## src/rtl/timer_pkg.sv

```systemverilog
// Shared types and defaults for the countdown timer.
// The FSM state enum and the default counter width live here.
package timer_pkg;

   localparam int DEF_WIDTH = 4;

   typedef enum logic [1:0] {
      ST_IDLE = 2'd0,
      ST_RUN  = 2'd1,
      ST_DONE = 2'd2
   } timer_state_e;

endpackage

```

## src/rtl/countdown_timer_if.sv

```systemverilog
// Control and status bundle of the countdown timer.
// The master drives the controls; the slave (the timer) drives the status.
interface countdown_timer_if #(parameter int WIDTH = 4);

   logic             enable;
   logic             load;
   logic [WIDTH-1:0] load_value;
   logic             start;
   logic             stop;
   logic             periodic;
   logic [WIDTH-1:0] count;
   logic             busy;
   logic             done;
   logic             tc;

   modport master (
      output enable, load, load_value, start, stop, periodic,
      input  count, busy, done, tc
   );

   modport slave (
      input  enable, load, load_value, start, stop, periodic,
      output count, busy, done, tc
   );

endinterface

```

## src/rtl/countdown_timer.sv

```systemverilog
// Loadable down-counter with one-shot or auto-reload terminal count.
// All outputs come straight from registers, so no input reaches an output combinationally.
module countdown_timer
   import timer_pkg::*;
#(
   parameter int WIDTH = DEF_WIDTH
) (
   input  logic                clk,
   input  logic                reset,
   countdown_timer_if.slave    bus
);

   timer_state_e     r_state;
   logic [WIDTH-1:0] r_count;
   logic [WIDTH-1:0] r_reload;
   logic             r_tc;

   timer_state_e     w_state_nxt;
   logic [WIDTH-1:0] w_count_nxt;
   logic [WIDTH-1:0] w_reload_nxt;
   logic             w_tc_nxt;
   logic             w_busy;
   logic             w_done;

   always_ff @(posedge clk) begin
      if (reset) begin
         r_state  <= ST_IDLE;
         r_count  <= '0;
         r_reload <= '0;
         r_tc     <= 1'b0;
      end else begin
         r_state  <= w_state_nxt;
         r_count  <= w_count_nxt;
         r_reload <= w_reload_nxt;
         r_tc     <= w_tc_nxt;
      end
   end

   // Priority: load > stop > start > enable tick. A stop outside RUN still
   // blocks a same-cycle start.
   always_comb begin
      w_state_nxt  = r_state;
      w_count_nxt  = r_count;
      w_reload_nxt = r_reload;
      w_tc_nxt     = 1'b0;
      if (bus.load) begin
         w_count_nxt  = bus.load_value;
         w_reload_nxt = bus.load_value;
         w_state_nxt  = ST_IDLE;
      end else if (bus.stop) begin
         if (r_state == ST_RUN)
            w_state_nxt = ST_IDLE;
      end else if (bus.start) begin
         w_count_nxt = r_reload;
         w_state_nxt = ST_RUN;
      end else if (r_state == ST_RUN && bus.enable) begin
         // Expire at 1 (or 0 for a zero reload) so the counter never wraps.
         if (r_count <= WIDTH'(1)) begin
            w_tc_nxt = 1'b1;
            if (bus.periodic) begin
               w_count_nxt = r_reload;
            end else begin
               w_count_nxt = '0;
               w_state_nxt = ST_DONE;
            end
         end else begin
            w_count_nxt = r_count - WIDTH'(1);
         end
      end
   end

   always_comb begin
      w_busy = (r_state == ST_RUN);
      w_done = (r_state == ST_DONE);
   end

   assign bus.count = r_count;
   assign bus.tc    = r_tc;
   assign bus.busy  = w_busy;
   assign bus.done  = w_done;

endmodule

```

## src/flat_wrapper.sv

```systemverilog
// flat-port wrapper written by rule: the top's interface ports become plain ports
module countdown_timer_flat import timer_pkg::*;
#(
   parameter int WIDTH = DEF_WIDTH
)
  (clk, reset, bus_enable, bus_load, bus_load_value, bus_start, bus_stop, bus_periodic, bus_count, bus_busy, bus_done, bus_tc);
  countdown_timer_if #(.WIDTH(WIDTH)) bus_i ();
  input  logic clk;
  input  logic reset;
  input wire logic [$bits(bus_i.enable)-1:0] bus_enable;
  input wire logic [$bits(bus_i.load)-1:0] bus_load;
  input wire logic [$bits(bus_i.load_value)-1:0] bus_load_value;
  input wire logic [$bits(bus_i.start)-1:0] bus_start;
  input wire logic [$bits(bus_i.stop)-1:0] bus_stop;
  input wire logic [$bits(bus_i.periodic)-1:0] bus_periodic;
  output wire logic [$bits(bus_i.count)-1:0] bus_count;
  output wire logic [$bits(bus_i.busy)-1:0] bus_busy;
  output wire logic [$bits(bus_i.done)-1:0] bus_done;
  output wire logic [$bits(bus_i.tc)-1:0] bus_tc;
  assign bus_i.enable = bus_enable;
  assign bus_i.load = bus_load;
  assign bus_i.load_value = bus_load_value;
  assign bus_i.start = bus_start;
  assign bus_i.stop = bus_stop;
  assign bus_i.periodic = bus_periodic;
  assign bus_count = bus_i.count;
  assign bus_busy = bus_i.busy;
  assign bus_done = bus_i.done;
  assign bus_tc = bus_i.tc;
  countdown_timer #(.WIDTH(WIDTH)) u_core (.clk(clk), .reset(reset), .bus(bus_i));
endmodule
```

## config.mk

```make
export PLATFORM = sky130hd
export DESIGN_NAME = countdown_timer_flat
export DESIGN_NICKNAME = d
export VERILOG_FILES = /design/src/rtl/timer_pkg.sv /design/src/rtl/countdown_timer_if.sv /design/src/rtl/countdown_timer.sv /design/src/flat_wrapper.sv
export SDC_FILE = /design/constraint.sdc
export NUM_CORES = 1
export LEC_CHECK = 0
export BUFFER_PORTS_ARGS = -buffer_cell sky130_fd_sc_hd__buf_2
export CAP_MARGIN = 10
export CORE_UTILIZATION = 40
export DETAILED_ROUTE_END_ITERATION = 16
export HOLD_SLACK_MARGIN = 0.03
export PLACE_DENSITY = 0.67
export SYNTH_ARGS = -nofsm -noshare
export SYNTH_HDL_FRONTEND = slang
export SYNTH_SLANG_ARGS = --single-unit
```

## constraint.sdc

```tcl
create_clock -name clk -period 2.37 [get_ports clk]
set_input_delay 0.5925 -clock clk [delete_from_list [all_inputs] [get_ports clk]]
set_output_delay 0.5925 -clock clk [all_outputs]
set_load 0.01 [all_outputs]
```

Yosys cells after proc, flatten, opt, wreduce, memory -nomap -nowiden --
Cells that the tools add are included.
Cells by class: add/sub/neg operators 1, order comparisons 1, eq/ne operators 5, mux-type cells 13, bitwise logic cells 1, reduce and logical (&&, ||, !) cells 8
Operators with widths (count):
- $mux W4 | 6
- $mux W2 | 6
- $reduce_bool A3 Y1 | 3
- $reduce_or A5 Y1 | 1
- $le A4 B1 Y1 const B | 1
- $reduce_and A4 Y1 | 1
- $sub A4 B1 Y4 const B | 1
- $ne A3 B3 Y1 const B | 1
- $eq A2 B1 Y1 const B | 1
- $eq A2 B2 Y1 const B | 1
- $ne A2 B1 Y1 const B | 1
- $ne A2 B2 Y1 const B | 1
- $reduce_and A2 Y1 | 1
- $reduce_or A2 Y1 | 1
- $logic_and A1 B1 Y1 | 1
- $mux W1 | 1
- $not A1 Y1 | 1
Word-level totals: register bits 11, input bits 11, output and inout port bits 7, word-level logic and storage cells 33

Longest topological paths before layout --
Gate-level depths: netlist (run 1).
depth after elaboration 6, depth in mapped cells 6, mapped depth without buffers 6

Worst setup path before layout (run 1) --
Ideal clock, no wire load.
kind input -> register, start input port bus_load, end register u_core.r_count[3], in the netlist u_core.bus.count[3], library setup time 0.088 ns, arrival 1.643 ns, required time 2.282 ns, setup slack 0.638 ns, stages 5, buffers on the path 1, path through buf_6 -> or4_4 -> o31ai_2 -> a21oi_1 -> o32ai_2
On the way: word-level cells in the longest chain between the ends 2, elaborated cells between the ends (all ways) 4, classes of those cells eq/ne: 1; mux: 1; reduce/logical: 2
Ends and longest elaborated chain:
- start, declared | RTL line flat_wrapper.sv:11 | input wire logic [$bits(bus_i.load)-1:0] bus_load;
- $ne A2 B2 Y1 (no line) or $reduce_bool A3 Y1 (tied branches)
- $reduce_and A2 Y1 (no line)
- end signal, assigned | RTL line countdown_timer.sv:33 | r_count <= w_count_nxt;
- end, declared | RTL line countdown_timer.sv:14 | logic [WIDTH-1:0] r_count;
Several ways; a longest one is shown, not always the timed one. A chain may end at the register's enable or synchronous reset.

Worst setup path after layout (run 1) --
start register u_core.r_count[0], in the netlist u_core.bus.count[0], end register u_core.r_count[1], in the netlist u_core.bus.count[1]
On the way: word-level cells in the longest chain between the ends 6, elaborated cells between the ends (all ways) 7, classes of those cells add/sub: 1; order compare: 1; mux: 5
Ends and longest elaborated chain:
- $sub A4 B1 Y4 or $le A4 B1 Y1 (tied branches) | RTL line countdown_timer.sv:67, countdown_timer.sv:58
- $mux W4 (*) | RTL line countdown_timer.sv:58 | if (r_count <= WIDTH'(1)) begin
- $mux W4 (*) | RTL line countdown_timer.sv:56 | end else if (r_state == ST_RUN && bus.enable) begin
- $mux W4 (*) | RTL line countdown_timer.sv:53 | end else if (bus.start) begin
- $mux W4 (*) | RTL line countdown_timer.sv:50 | end else if (bus.stop) begin
- $mux W4 (*) | RTL line countdown_timer.sv:46 | if (bus.load) begin
Every way passes the cells marked *; elsewhere a longest branch is shown, timed or not. The select of a mux whose other input is x is not followed.

==> summary.md, run 1 <==
| Metric | Value |
|---|---|
| Power Density | `563 mW/mm^2` |
| GRT overflow | `0` |
| Crit Path Max Fanout | `5` |
| YS warnings | `0` |
| Synth area leader | `dfxtp_1` |
| Max stage delay on crit path | `approximately 0.42 ns` |
| Int Pwr | `around 0.0003 W` |
| Iter 0 DRT Violations | `25` |
| Fin crit period | `slightly below 2 ns` |
| Crit-path cells | `inv_1 -> ha_1 -> nor2_1 -> nor2_1 -> or4_1 -> a311oi_1` |
| Post-CTS Setup Inserts | `0` |
| Remaining DRCs | `0` |
| Clock power share | `0.310` |
| Pre-Repair DR Iteration Count | `4` |
| Max Fclk | `around 0.52 GHz` |
| Pins Over Slew Limit | `0` |
| Area delta synth->final | `17.0%` |
| Hold Violations, Final | `0` |
| Final WL | `about 1.5 mm` |
| Layout net count | `between 100 and 150` |
| Slew @ Worst Pin | `approximately 0.43 ns` |
| Die area | `0.00182 mm^2` |
| Most used routing layer in global routing | `met2` |
| Sw Ratio | `0.306` |
| # hold bufs at CTS | `0` |
| Synth top area cells | `dfxtp_1 (33%), a21oi_1 (4.5%), mux2i_1 (4.5%)` |
| Clock Tree Buf Depth | `2` |
| Leakage | `between 0.3 and 0.4 nW` |
| Finish-stage setup viols | `0` |
| Final WS setup | `between 0.4 and 0.5 ns` |
| Slowest cell on the critical path | `or4_1` |
| Boundary Pins | `18` |
| Largest net degree at the start of global routing | `20` |
| P_sw | `about 0.00013 W` |
| VDD IR max | `about 0.36 mV` |
| Num CTS Buffers | `3` |
| RSZ-0062 raised after global routing | `false` |
| Routed vias/inst | `between 5 and 6` |
| First-pass GRT wire length | `~2.6 mm` |
| CTS sink count | `11` |
| Post-synth EDFFs | `0` |
| CTS tree | `yes` |
| Count of cell types in the netlist | `33` |
| H-tree Lvls | `1` |
| Vias | `between 600 and 700` |
| I/O Buffers | `17` |
| Crit path kind | `reg2reg` |
| Mean post-synth cell area | `between 8 and 9 um^2` |
| Routed Antenna Nets | `0` |
| Ys flop type | `dfxtp_1` |
| Post-route cell area | `773 um^2` |
| Hold Crit Class | `reg2reg` |
| Critical path capture point type | `register` |
| WL per Instance | `~14 um` |
| Max capacitance violation total | `0` |
| Clock Pin Slew Worst Setup and Hold Paths | `0.08 ns` |
| Worst-skew pair later-pin latency | `between 0.2 and 0.3 ns` |
| Yosys top cell area share | `0.333` |
| Clock Skew | `just under 0.005 ns` |
| Detailed placement HPWL | `1.14 mm` |
| GRT Total Usage | `0.196` |
| Core area | `0.00152 mm^2` |
| Dpl ws | `between 0.4 and 0.5 ns` |
| Share of layout cells above drive strength 1 | `0.272` |
| Slew margin rel. | `0.710` |
| Die Y | `about 43 um` |
| CTS resizes | `0` |
| Data required time of the worst path | `2.54 ns` |
| Syn Inst Count | `74` |
| Final period util | `0.810` |
| Status | `complete, no violations` |
| Reg power frac | `0.470` |
| #FFs+latches synth | `11` |
| Met1 GRT Util | `0.243` |
| Mapped Nets | `87` |
| Worst setup SP type | `register` |
| Rows | `14` |
| Combinational share of power | `0.220` |
| Initial antenna violation count | `0` |
| Initial Utilization | `0.433` |
| Netlist Area Pre-Place | `around 660 um^2` |
| Met3 GRT Util | `0.0431` |
| Fraction of registers with async set/reset | `0` |
| Vias in the first global route | `605` |
| Worst path arrival time | `roughly 2.1 ns` |
| Post-route setup TNS | `0 ns` |
| GPL Wtd Cong | `0.751` |
| Chip width | `around 43 um` |
| Clock root buffer | `clkbuf_4` |
| ANT cells | `0` |
| Register area share after synthesis | `0.333` |
| Most common cell on crit path | `nor2_1` |
| Placed inst area | `roughly 750 um^2` |
| Fillers | `136` |
| GR Util met2 | `0.300` |
cells in the final DEF (no fill, tap or decap), drive strengths merged, types with 3 or more instances in the layout:
cell type   n
buf        17
dfxtp      11
nor2        8
a21oi       6
inv         4
nor2b       4
nand2b      4
clkbuf      4
a311oi      3
nand2       3
mux2i       3
area by class of cell:
cell class	instances	area [um^2]	area share
multi-input cells	56	407	0.526
flip-flops and latches	11	220	0.285
repair buffers	17	85.1	0.110
clock buffers	4	26.3	0.0340
well taps	16	20.0	0.0259
inverters	4	15.0	0.0194
synthesized netlist by cell type, drive strengths merged (2+ instances only):
library cell	instances
nand3b	2
nor3	2
mux2i	3
o41ai	2
or4	2
a311oi	3
nor2	8
dfxtp	11
nor4	2
inv	4
a21oi	6
clkbuf	2
nand2b	4
nor2b	4
ha	2
nand2	3
metrics by stage:
step / cells / total power [W] / util / hold WS [ns]
finish: 108 / 0.000435 / 0.507 / 0.482
global route: 108 / 0.000461 / 0.507 / 0.507
CTS: 108 / 0.000438 / 0.507 / 0.484
detailed placement: 104 / 0.000304 / 0.490 / 0.472
global placement: 104 / 0.000302 / 0.490 / 0.469
floorplan: 74 / 0.000274 / - / 0.451
path summary, 6_finish.rpt:
| path | start | to | slack [ns] | cells after the start |
|---|---|---|---|---|
| max reg2reg | u_core.bus.count[0] | u_core.bus.count[1] | 0.45 | 6 |
| min reg2reg | u_core.r_reload[3] | u_core.r_reload[3] | 0.48 | 2 |
| max | u_core.bus.count[0] | u_core.bus.count[1] | 0.45 | 6 |
| min | u_core.r_reload[3] | u_core.r_reload[3] | 0.48 | 2 |
power groups by stage:
stage | clock network [W] | logic (W) | registers [W]
6_report | 0.000135 | 0.0000958 | 0.000204
5_1_grt | 0.000148 | 0.000107 | 0.000207
4_1_cts | 0.000138 | 0.0000957 | 0.000205
3_5_place_dp | 0 | 0.0000954 | 0.000209
3_3_place_gp | 0 | 0.0000934 | 0.000208
2_1_floorplan | 0 | 0.0000647 | 0.000209
cell families (layout without fill, tap and decap cells):
| kind of cell | count (synthesis) | after routing | synth area share |
|---|---|---|---|
| flops | 11 | 11 | 0.333 |
| fa+ha+maj | 2 | 2 | 0.0379 |
| compound gates | 18 | 18 | 0.225 |
| mux | 3 | 3 | 0.0455 |
| simple gates | 33 | 33 | 0.307 |
| buf+inv | 7 | 25 | 0.0511 |
worst max-delay path, delay by kind of cell (launching register included):
| family | cells | cell delay [ns] |
|---|---|---|
| compound gates | 1 | 0.29 |
| flops | 1 | 0.40 |
| fa+ha+maj | 1 | 0.24 |
| buf+inv | 1 | 0.08 |
| simple gates | 3 | 0.82 |
flip-flops by register name (all words and copies together) (netlist names):
| name | count |
|---|---|
| u_core.bus.count | 4 |
| u_core.r_reload | 4 |
| u_core.r_state | 2 |
| u_core.bus.tc | 1 |
per-layer routing:
| layer | vias up | share of wire | wire length [um] |
|---|---|---|---|
| li1 | 310 | - | - |
| met1 | 303 | 0.47 | 720 |
| met2 | 19 | 0.45 | 677 |
| met3 | 6 | 0.049 | 74 |
| met4 | 0 | 0.031 | 47 |
| met5 | - | 0 | 0 |
(Power assumes the default switching activity.)
==> run 2, diff against run 1 <==
- PLACE_DENSITY: 0.67 -> 0.69
- clock period: 2.37 -> 1.6 ns (I/O delays scaled with it)
==> summary.md, run 2 (synthesis gave the netlist of run 1 again) <==
| Metric | Value |
|---|---|
| Sequential cell area | `225 um^2 (+2.3%)` |
| ANT cells | `0 (unchanged)` |
| Dpl ws | `-0.0399 ns (-0.470 ns)` |
| Sw Ratio | `0.306 (about the same)` |
| Iter 0 DRT Violations | `13 (-48%)` |
| Final WL | `1.67 mm (+9.9%)` |
| Share of layout cells above drive strength 1 | `0.439 (+0.168)` |
| Largest net degree at the start of global routing | `13 (-35%)` |
| R2r endpoint | `u_core.bus.count[1]` |
| Critical path capture point type | `register` |
| First-pass GRT wire length | `2.66 mm (+1.1%)` |
| Crit Path Max Fanout | `4 (-1)` |
| VDD IR max | `0.387 mV (+8.1%)` |
| Reg power frac | `0.428 (-0.042)` |
| Pins Over Slew Limit | `0 (unchanged)` |
| Vias | `705 (+11%)` |
| Pre-Repair DR Iteration Count | `4 (unchanged)` |
| Footprint of the multi-input gates | `433 um^2 (+6.5%)` |
| Clock root buffer | `clkbuf_4` |
| Int Pwr | `0.000492 W (+63%)` |
| Worst setup path start | `u_core.bus.count[1]` |
| Power Density | `771 mW/mm^2 (+37%)` |
| Combinational share of power | `0.292 (+0.072)` |
| End point of the critical path | `u_core.bus.count[1]` |
| Area delta synth->final | `39.2%` |
| WL per Instance | `13.6 um (-3.5%)` |
| Num CTS Buffers | `3 (unchanged)` |
| Max Fclk | `0.611 GHz (+17%)` |
| Routed vias/inst | `5.73 (-3.0%)` |
| Chip width | `42.6 um (unchanged)` |
| Layout net count | `121 (+14%)` |
| Clock Skew | `0.00117 ns (-0.00364 ns)` |
| Initial Utilization | `0.433 (unchanged)` |
| CTS sink count | `11 (unchanged)` |
| Data required time of the worst path | `1.79 ns (-0.75 ns)` |
| Min-delay src | `bus_load_value[2]` |
| Final Power | `0.000709 W (+63%)` |
| Worst path arrival time | `1.82 ns (-0.27 ns)` |
| GRT overflow | `0 (unchanged)` |
| CTS tree | `yes` |
| Max capacitance violation total | `0 (unchanged)` |
| Slew @ Worst Pin | `0.400 ns (-0.0328 ns)` |
| Hold Violations, Final | `0 (unchanged)` |
| Final Non-Filler Cells | `123 (+14%)` |
| Worst r2r src | `u_core.bus.count[1]` |
| Setup slack, reg-to-reg | `-0.04 ns (-0.49 ns)` |
| Core area | `0.00152 mm^2 (unchanged)` |
| # hold bufs at CTS | `0 (unchanged)` |
| Status | `finished, violations left` |
| P_sw | `0.000217 W (+63%)` |
| Initial antenna violation count | `0 (unchanged)` |
| Cells on worst reg2reg path | `6 (unchanged)` |
| Cell count after placement | `117 (+13%)` |
| GPL Wtd Cong | `0.848 (+13%)` |
| Fillers | `142 (+4.4%)` |
| Die area | `0.00182 mm^2 (unchanged)` |
| Routed Antenna Nets | `0 (unchanged)` |
| Finish-stage setup viols | `2 (+2)` |
| Clock Pin Slew Worst Setup and Hold Paths | `0.07 ns (about the same)` |
| Rows | `14 (unchanged)` |
| Fin crit period | `1.64 ns (-0.282 ns)` |
| Leakage | `0.415 nW (+23%)` |
| Hold Crit Class | `in2reg` |
| Final period util | `1.02 (+0.213)` |
| Boundary Pins | `18 (unchanged)` |
| Crit path kind | `reg2reg` |
| Most frequent cells in the layout | `buf_2 (17), buf_4 (15), dfxtp_1 (9), nor2_1 (7), a21oi_1 (6)` |
| I/O Buffers | `17 (unchanged)` |
| Slew margin rel. | `0.731 (+0.0210)` |
| Die Y | `42.6 um (unchanged)` |
| Clock Tree Buf Depth | `2 (unchanged)` |
| Worst-skew pair later-pin latency | `0.28 ns (about the same)` |
| Failing checks | `setup timing` |
| H-tree Lvls | `1 (unchanged)` |
| Most common cell after layout, fill and taps aside | `buf_2` |
| Worst setup SP type | `register` |
| Detailed placement HPWL | `1.22 mm (+7.1%)` |
| GRT Total Usage | `0.199 (+0.00230)` |
| Final WS setup | `-0.0378 ns (-0.488 ns)` |
| Remaining DRCs | `0 (unchanged)` |
| Post-route setup TNS | `-0.0582 ns (-0.0582 ns)` |
| Vias in the first global route | `621 (+2.6%)` |
| RSZ-0062 raised after global routing | `true` |
| Clock power share | `0.280 (-0.030)` |
==> run 2: what timing repair did <==
| action | CTS | global route |
|---|---|---|
| gates cloned | 0 | 0 |
| gates resized for setup | 3 | 2 |
| pin swaps | 0 | 2 |
| setup buffers | 1 | 1 |
| endpoints found under the setup margin | 2 | 4 |
==> run 2: cell type report <==
class | instances | area share
inverters | 4 | 0.0190
clock buffers | 4 | 0.0286
multi-input cells | 56 | 0.471
repair buffers | 32 | 0.215
well taps | 16 | 0.0218
flip-flops and latches | 11 | 0.245
==> run 2: how the worst min path moves through the flow <==
| stage | endpoint | slack, ns | depth (start not counted) |
|---|---|---|---|
| 2_1_floorplan | u_core.bus.count[0] | 0.45 | 2 |
| 3_3_place_gp | u_core.r_reload[3] | 0.47 | 2 |
| 3_5_place_dp | u_core.r_reload[3] | 0.47 | 2 |
| 4_1_cts | u_core.r_reload[1] | 0.37 | 3 |
| 5_1_grt | u_core.r_reload[2] | 0.39 | 3 |
| 6_report | u_core.r_reload[2] | 0.37 | 3 |
==> run 2: power by group through the flow <==
stage | sequential, W | combinational (W) | clock, W
6_report | 0.000303 | 0.000207 | 0.000198
3_5_place_dp | 0.000309 | 0.000182 | 0
5_1_grt | 0.000305 | 0.000227 | 0.000214
3_3_place_gp | 0.000308 | 0.000179 | 0
2_1_floorplan | 0.000311 | 0.0000991 | 0
4_1_cts | 0.000303 | 0.000192 | 0.000203
==> run 2: metrics by stage <==
stage                     utilization  hold WS, ns  cell area, um^2
after floorplan                     -        0.447              671
after global placement          0.561        0.466              855
after global routing            0.603        0.386              920
after CTS                       0.591        0.374              901
after detailed placement        0.561        0.470              855
final                           0.603        0.373              920
==> run 2: critical path: stages (launching register included) <==
cell and delay [ns]:
dfxtp_2 0.34, inv_2 0.05, ha_1 0.22, nor2_4 0.18
nor2_1 0.07, or4_1 0.46, a311oi_2 0.22
==> run 2: per-layer routing <==
layer | global-route usage | wire length (um) | vias to the layer above
li1 | - | - | 343
met5 | 0 | 0 | -
met1 | 0.250 | 752 | 327
met3 | 0.0690 | 134 | 5
met4 | 0.106 | 34 | 0
met2 | 0.294 | 750 | 30
==> run 3, diff against run 2 <==
- PLACE_DENSITY: 0.69 -> 0.66
==> summary.md, run 3 (synthesis gave the netlist of run 1 again) <==
| Metric | Value |
|---|---|
| Remaining DRCs | `0 (unchanged)` |
| ANT cells | `0 (unchanged)` |
| Clock Skew | `0.00526 ns (+0.00410 ns)` |
| Slew @ Worst Pin | `0.386 ns (-0.0144 ns)` |
| Vias in the first global route | `651 (+4.8%)` |
| GPL Wtd Cong | `0.822 (-3.2%)` |
| Clock Tree Buf Depth | `2 (unchanged)` |
| Dpl ws | `-0.0118 ns (+0.0281 ns)` |
| Hold Crit Class | `in2reg` |
| Initial antenna violation count | `0 (unchanged)` |
| Layout net count | `119 (-1.7%)` |
| Combinational share of power | `0.295 (+0.003)` |
| Num CTS Buffers | `3 (unchanged)` |
| Hold Violations, Final | `0 (unchanged)` |
| Most common cell after layout, fill and taps aside | `buf_2` |
| Core area | `0.00152 mm^2 (unchanged)` |
| Crit Path Max Fanout | `4 (unchanged)` |
| Largest net degree at the start of global routing | `13 (unchanged)` |
| CTS sink count | `11 (unchanged)` |
| Sw Ratio | `0.307 (+0.000568)` |
| H-tree Lvls | `1 (unchanged)` |
| Final period util | `1.03 (+0.00473)` |
| Iter 0 DRT Violations | `25 (+12)` |
| Vias | `668 (-5.2%)` |
| P_sw | `0.000218 W (+0.58%)` |
| Detailed placement HPWL | `1.16 mm (-4.5%)` |
| Power Density | `772 mW/mm^2 (+0.12%)` |
| CTS tree | `yes` |
| Initial Utilization | `0.433 (unchanged)` |
| Clock power share | `0.278 (-0.002)` |
| Final WL | `1.73 mm (+3.4%)` |
| Worst path arrival time | `1.83 ns (about the same)` |
| Leakage | `0.406 nW (-2.0%)` |
| I/O Buffers | `17 (unchanged)` |
| Area delta synth->final | `39.6%` |
| Pre-Repair DR Iteration Count | `4 (unchanged)` |
| Data required time of the worst path | `1.79 ns (about the same)` |
| Boundary Pins | `18 (unchanged)` |
| Share of layout cells above drive strength 1 | `0.448 (+0.00837)` |
| GRT overflow | `0 (unchanged)` |
| Worst setup SP type | `register` |
| Max Fclk | `0.608 GHz (-0.46%)` |
| Routed Antenna Nets | `0 (unchanged)` |
| GRT Total Usage | `0.201 (+0.00212)` |
| Clock root buffer | `clkbuf_4` |
| Die area | `0.00182 mm^2 (unchanged)` |
| Pins Over Slew Limit | `0 (unchanged)` |
| Rows | `14 (unchanged)` |
| VDD IR max | `0.522 mV (+35%)` |
| Critical path capture point type | `register` |
| Final hold slack | `0.371 ns (-0.00205 ns)` |
| Most frequent cells in the layout | `buf_2 (17), buf_4 (13), dfxtp_1 (9), nor2_1 (7), a21oi_1 (5)` |
| Failing checks | `setup timing` |
| RSZ-0062 raised after global routing | `true` |
| Die Y | `42.6 um (unchanged)` |
| Reg power frac | `0.428 (about the same)` |
| Status | `finished, violations left` |
| Worst-skew pair later-pin latency | `0.28 ns (about the same)` |
| Fin crit period | `1.65 ns (+0.00757 ns)` |
| Clock Pin Slew Worst Setup and Hold Paths | `0.07 ns (about the same)` |
| Final WS setup | `-0.0454 ns (-0.00757 ns)` |
| Slew margin rel. | `0.740 (+0.00968)` |
| WL per Instance | `14.3 um (+5.1%)` |
| Int Pwr | `0.000493 W (+0.31%)` |
| Routed vias/inst | `5.52 (-3.7%)` |
| First-pass GRT wire length | `2.77 mm (+4.1%)` |
| Finish-stage setup viols | `2 (unchanged)` |
| Chip width | `42.6 um (unchanged)` |
| Crit path kind | `reg2reg` |
| Max capacitance violation total | `0 (unchanged)` |
run 3: worst paths after layout:
check                        endpoint  cells past startpoint           startpoint  slack, ns
setup / recovery  u_core.bus.count[1]                      6  u_core.bus.count[1]      -0.05
hold reg to reg   u_core.bus.count[0]                      2   u_core.r_reload[0]       0.48
hold / removal     u_core.r_reload[2]                      3    bus_load_value[2]       0.37
setup reg to reg  u_core.bus.count[1]                      6  u_core.bus.count[1]      -0.05
run 3: layout make-up:
class                      instances  area [um^2]
fill                             138          602
inverter                           4         17.5
clock buffer                       4         26.3
multi-input combinational         56          450
sequential                        11          225
timing repair buffer              30          183
tap                               16         20.0
run 3: timing repair:
item	4_1_cts	5_1_grt
pin swaps	1	1
buffers inserted	1	0
hold buffers	0	0
setup endpoints to repair	2	2
gates resized for setup	2	6
run 3: routing by layer:
layer	routed length, um	up-vias	GRT usage
li1	-	338	-
met5	0	-	0
met4	20	0	0.0750
met3	75	2	0.0560
met1	786	312	0.262
met2	846	16	0.312
run 3: stage by stage:
step	area (um^2)	instances	TNS (ns)	total power (W)	utilization
detailed placement	847	116	-0.0118	0.000487	0.556
CTS	891	121	-0.0506	0.000687	0.585
global placement	847	116	0	0.000486	0.556
global route	922	121	-0.204	0.000743	0.605
floorplan	671	74	0	0.000410	-
finish	922	121	-0.0608	0.000712	0.605
run 3: power groups by stage:
stage	combinational, W	clock (W)	sequential [W]
2_1_floorplan	0.0000991	0	0.000311
5_1_grt	0.000229	0.000208	0.000306
6_report	0.000210	0.000198	0.000304
3_3_place_gp	0.000178	0	0.000308
3_5_place_dp	0.000178	0	0.000309
4_1_cts	0.000189	0.000195	0.000302
run 3: critical path, stage by stage, from the launching register on:
cell	delay, ns
dfxtp_2	0.34
inv_2	0.05
ha_1	0.23
nor2_4	0.15
nor2_1	0.08
or4_1	0.45
a311oi_2	0.26
